`config.mk`:
```
export PLATFORM = sky130hd
export DESIGN_NAME = swap_requester
export DESIGN_NICKNAME = d
export VERILOG_FILES = /design/src/rtl/swap_requester_pkg.sv /design/src/rtl/edge_detect_rise.sv /design/src/rtl/swap_requester.sv
export SDC_FILE = /design/constraint.sdc
export NUM_CORES = 1
export LEC_CHECK = 0
export BUFFER_PORTS_ARGS = -buffer_cell sky130_fd_sc_hd__buf_2
export CAP_MARGIN = 20
export CORE_MARGIN = 3
export CORE_UTILIZATION = 57
export DETAILED_ROUTE_END_ITERATION = 10
export PLACE_DENSITY = 0.89
export SYNTH_ARGS = -nofsm -noshare
export SYNTH_HDL_FRONTEND = slang
export SYNTH_SLANG_ARGS = --single-unit
```
`constraint.sdc`:
```
create_clock -name clk -period 2.4 [get_ports clk]
set_input_delay 0.36 -clock clk [delete_from_list [all_inputs] [get_ports clk]]
set_output_delay 0.36 -clock clk [all_outputs]
set_load 0.03 [all_outputs]
```
`src/rtl/swap_requester_pkg.sv`:
```
// rtl/swap_requester_pkg.sv - shared graphics constants and swap handshake state encoding
package swap_requester_pkg;

    localparam int CNT_WIDTH_DEF      = 16;
    localparam int TIMEOUT_CYCLES_DEF = 2000000;

    typedef enum logic [2:0] {
        IDLE     = 3'd0,
        HOLDOFF  = 3'd1,
        ASSERT   = 3'd2,
        WAIT_ACK = 3'd3,
        RELEASE  = 3'd4
    } swapState_t;

endpackage

```
`src/rtl/edge_detect_rise.sv`:
```
// rtl/edge_detect_rise.sv - 1-bit rising-edge detector with synchronous reset
module edge_detect_rise (
    input  logic clk,
    input  logic reset,
    input  logic sig,
    output logic rise
);

    logic oldSig;

    always_ff @(posedge clk) begin
        if (reset) begin
            oldSig <= 1'b0;
        end else begin
            oldSig <= sig;
        end
    end

    assign rise = sig && !oldSig;

endmodule

```
`src/rtl/swap_requester.sv`:
```
// rtl/swap_requester.sv - GPU-side framebuffer swap request with vSync rate cap and timeout
module swap_requester
    import swap_requester_pkg::*;
#(
    parameter int MIN_VSYNCS     = 1,
    parameter int TIMEOUT_CYCLES = TIMEOUT_CYCLES_DEF,
    parameter int CNT_WIDTH      = CNT_WIDTH_DEF
) (
    input  logic                 clk,
    input  logic                 reset,
    input  logic                 drawDone,
    input  logic                 vSync,
    input  logic                 fbGPU,
    output logic                 swapIn,
    output logic                 gpuReady,
    output logic [CNT_WIDTH-1:0] frameCount,
    output logic [CNT_WIDTH-1:0] dropCount,
    output logic                 timeoutErr
);

    localparam int VS_W = (MIN_VSYNCS > 0) ? $clog2(MIN_VSYNCS + 1) : 1;
    localparam int TO_W = (TIMEOUT_CYCLES > 1) ? $clog2(TIMEOUT_CYCLES) : 1;
    localparam logic [VS_W-1:0] VS_MAX  = VS_W'(MIN_VSYNCS);
    localparam logic [TO_W-1:0] TO_LAST = TO_W'(TIMEOUT_CYCLES - 1);

    swapState_t      state;
    swapState_t      nextState;
    logic            pending;
    logic            fbAtReq;
    logic [VS_W-1:0] vsyncCnt;
    logic [TO_W-1:0] toCnt;
    logic            vsRise;
    logic            ackSeen;
    logic            timedOut;
    logic            swapInNext;

    edge_detect_rise uVsyncEdge (
        .clk  (clk),
        .reset(reset),
        .sig  (vSync),
        .rise (vsRise)
    );

    always_comb begin
        nextState = state;
        ackSeen   = 1'b0;
        timedOut  = 1'b0;
        unique case (state)
            IDLE: begin
                if (pending) nextState = HOLDOFF;
            end
            HOLDOFF: begin
                if (vsyncCnt == VS_MAX) nextState = ASSERT;
            end
            ASSERT: begin
                nextState = WAIT_ACK;
            end
            WAIT_ACK: begin
                if (fbGPU != fbAtReq) begin
                    nextState = RELEASE;
                    ackSeen   = 1'b1;
                end else if (toCnt == TO_LAST) begin
                    nextState = RELEASE;
                    timedOut  = 1'b1;
                end
            end
            RELEASE: begin
                nextState = IDLE;
            end
            default: begin
                nextState = IDLE;
            end
        endcase
    end

    // Registered from the next state so the request level is glitch-free at the buffer controller.
    assign swapInNext = (nextState == ASSERT) || (nextState == WAIT_ACK);

    always_ff @(posedge clk) begin
        if (reset) begin
            state      <= IDLE;
            swapIn     <= 1'b0;
            pending    <= 1'b0;
            fbAtReq    <= 1'b0;
            vsyncCnt   <= VS_MAX;
            toCnt      <= '0;
            frameCount <= '0;
            dropCount  <= '0;
            timeoutErr <= 1'b0;
        end else begin
            state  <= nextState;
            swapIn <= swapInNext;

            if (drawDone) begin
                pending <= 1'b1;
            end else if (state == IDLE && pending) begin
                pending <= 1'b0;
            end

            if (drawDone && pending && dropCount != '1) begin
                dropCount <= dropCount + 1'b1;
            end

            // The acknowledge restarts the frame-rate window even if a vSync edge lands on it.
            if (ackSeen) begin
                vsyncCnt <= '0;
            end else if (vsRise && vsyncCnt != VS_MAX) begin
                vsyncCnt <= vsyncCnt + 1'b1;
            end

            if (state == HOLDOFF && nextState == ASSERT) begin
                fbAtReq <= fbGPU;
            end

            if (state == ASSERT) begin
                toCnt <= '0;
            end else if (state == WAIT_ACK) begin
                toCnt <= toCnt + 1'b1;
            end

            if (ackSeen) frameCount <= frameCount + 1'b1;
            if (timedOut) timeoutErr <= 1'b1;
        end
    end

    assign gpuReady = (state == IDLE) && !pending;

endmodule

```
==> impl_metrics.py <==
metrics = {
    "status": {
        "status": "complete, no violations",
    },
    "sta": {
        "finalSetupViolations": 0,
        "rsz0062_at_grt": "false",
        "worstMarginPinSlew_ns": 0.673,
        "slew_violations": 0,
        "period_share": 0.897,
        "relSlewSlack": 0.552,
        "final-hold-violation-count": 0,
        "finClkSkew_ns": 0.00717,
        "period_minus_slack_ns": 2.15,
        "finalSetupTns_ns": 0,
        "fmax_mhz": 465,
    },
    "synth": {
        "synth_seq_cells": 62,
        "synth.net_count": 352,
        "syn_inst": 344,
        "syn_area_um2": 2950,
        "synth_cell_type_count": 50,
        "syn_area_per_cell_um2": 8.57,
        "async_reset_ff_frac": 0,
        "yosysWarnings": 0,
        "synth_ff_type": "dfxtp_1",
        "synth_edf_count": 0,
        "ys_seq_area_frac": 0.421,
    },
    "clocking": {
        "clock_latency_ns": 0.34,
        "h-tree-depth": 3,
        "cts_num_sinks": 62,
        "cts_root_buffer": "clkbuf_8",
        "cts_buffers": 9,
        "cts.path.max_buffers": 2,
        "cts-resized-gates": 0,
        "cts.clk_slew.worst_paths_ns": 0.07,
        "hold_buffers": 0,
        "post_cts_buffers": 0,
        "cts_tree": "built",
    },
    "routing": {
        "drt_iter0_drc": 147,
        "via_per_inst": 5.99,
        "first_pass_iters": 4,
        "ant_nets": 0,
        "via_count": 2742,
        "wl_per_cell_um": 14.0,
        "route.detailed.drc": 0,
        "wirelength_um": 6420,
    },
    "critical_path": {
        "critPathRequiredTime_ns": 2.66,
        "cp_max_fo": 12,
        "crit_arrival_ns": 2.41,
        "crit_path_start_kind": "register",
        "critPathKind": "register to register",
        "end_kind": "register",
    },
    "die": {
        "num_rows": 25,
        "design.core.area_um2": 4850,
        "dieHeight_um": 77.9,
        "die_x_um": 77.9,
        "dieArea_um2": 6070,
        "start_util": 0.608,
        "io_pins": 40,
    },
    "global_route": {
        "gr-total-overflow": 0,
        "first_global_vias": 2494,
        "antenna_found_initial": 0,
        "grt_max_degree": 41,
        "grtUsageTotal": 0.225,
        "grt_pass1_wl_um": 11000,
    },
    "finish": {
        "syn_to_final_growth_pct": 15.2,
        "post-route-util": 0.700,
        "antennaDiodeCount": 0,
        "drive_gt1_frac": 0.179,
        "nets": 395,
    },
    "placed_design": {
        "finalWeightedCongestion": 0.829,
        "io_buffers": 39,
        "dp_hpwl_um": 4410,
    },
    "worst_hold_path": {
        "min_path_type": "input pin to register",
    },
    "pwr": {
        "p_per_area_nw_per_um2": 633,
        "peakVddDrop_mv": 0.415,
        "p_leak_uw": 0.00124,
    },
    "run": {
        "drv_cap": 0,
    },
}
-- registers in the layout, summed over array words and instances, names as in the netlist --
register           flops
dropCount             16
fbAtReq                1
frameCount            16
pending                1
state                  3
swapIn                 1
timeoutErr             1
toCnt                 21
uVsyncEdge.oldSig      1
vsyncCnt               1
-- metrics by stage --
step           setup slack (ns)  total power, uW  hold WS, ns  cell area [um2]  cells
2_1_floorplan             0.375             1260        0.447             2950    344
3_3_place_gp              0.390             1310        0.460             3210    443
3_5_place_dp              0.310             1310        0.468             3210    443
4_1_cts                   0.275             2170        0.246             3390    458
5_1_grt                   0.122             2250        0.269             3390    458
6_report                  0.248             2150        0.264             3390    458
-- path summary, 6_finish.rpt --
path / startpoint / to / slack, ns / cells past startpoint
min reg2reg: frameCount[15] / frameCount[15] / 0.48 / 2
min: vSync / uVsyncEdge.oldSig / 0.26 / 2
max reg2reg: state[1] / toCnt[20] / 0.25 / 4
max: state[1] / toCnt[20] / 0.25 / 4
-- layer usage --
layer	track usage	part of all wire
met2	0.361	0.47
met1	0.274	0.46
met4	0.0857	0.014
met5	0	0
met3	0.0847	0.056
-- cell usage after synthesis, drive strengths merged (2+ instances only) --
master,n,area share
dfxtp,62,0.42
nand3b,2,0.0093
o31ai,12,0.031
clkbuf,9,0.012
nand2b,4,0.0085
a21oi,32,0.054
nor2,34,0.043
or3,14,0.030
and3,2,0.0042
inv,8,0.010
nor3,9,0.015
buf,4,0.0093
a21boi,2,0.0051
xnor2,11,0.033
mux2,7,0.027
nand4,13,0.030
nand2,20,0.025
or4,13,0.034
and4,5,0.015
a311oi,2,0.0059
ha,3,0.013
o21ai,13,0.022
mux2i,2,0.0068
nor4,10,0.021
xor2,6,0.018
nor2b,9,0.019
nand3,20,0.034
-- worst max-delay path: stages (launching register included) --
cell,delay [ns]
dfxtp_1,0.54
nand3b_4,0.18
or4_1,0.73
or4_1,0.47
a21oi_1,0.15
-- cell usage in the layout, fill, tap and decap left out, types with 2 or more instances in the layout --
cell type  count
dfxtp_1       62
buf_2         39
nor2_1        34
a21oi_1       32
nand2_1       20
nand3_1       20
or3_1         14
o21ai_0       13
clkbuf_8      13
nand4_1       12
o31ai_1       12
or4_1         12
xnor2_1       11
nor4_1        10
nor3_1         9
nor2b_1        9
inv_1          8
mux2_2         7
xor2_1         6
buf_4          6
and4_1         5
nand2b_1       4
ha_1           3
and3_1         2
a311oi_1       2
mux2i_1        2
a21boi_0       2
clkbuf_1       2
-- power by group --
| group | internal, uW | leakage (uW) | switching [uW] |
|---|---|---|---|
| clock | 483 | 0.0000958 | 370 |
| combinational | 69.2 | 0.000647 | 129 |
| sequential | 1060 | 0.000501 | 39.9 |
| total | 1610 | 0.00124 | 539 |
-- cells by family after synthesis --
kind of cell    share of synthesized area
compound gates                      0.145
mux                                0.0335
simple gates                        0.305
buf+inv                            0.0314
flops                               0.421
xor+xnor                           0.0505
fa+ha+maj                          0.0127
-- area by class of cell --
cell class                      instances  area (um2)
Inverter                                8        30.0
Timing Repair Buffer                   45         240
Tap cell                               67        83.8
Multi-Input combinational cell        261        1610
Fill cell                             372        1450
Clock buffer                           15         186
Sequential cell                        62        1240
No activity file was read; power rests on OpenSTA's default activity.
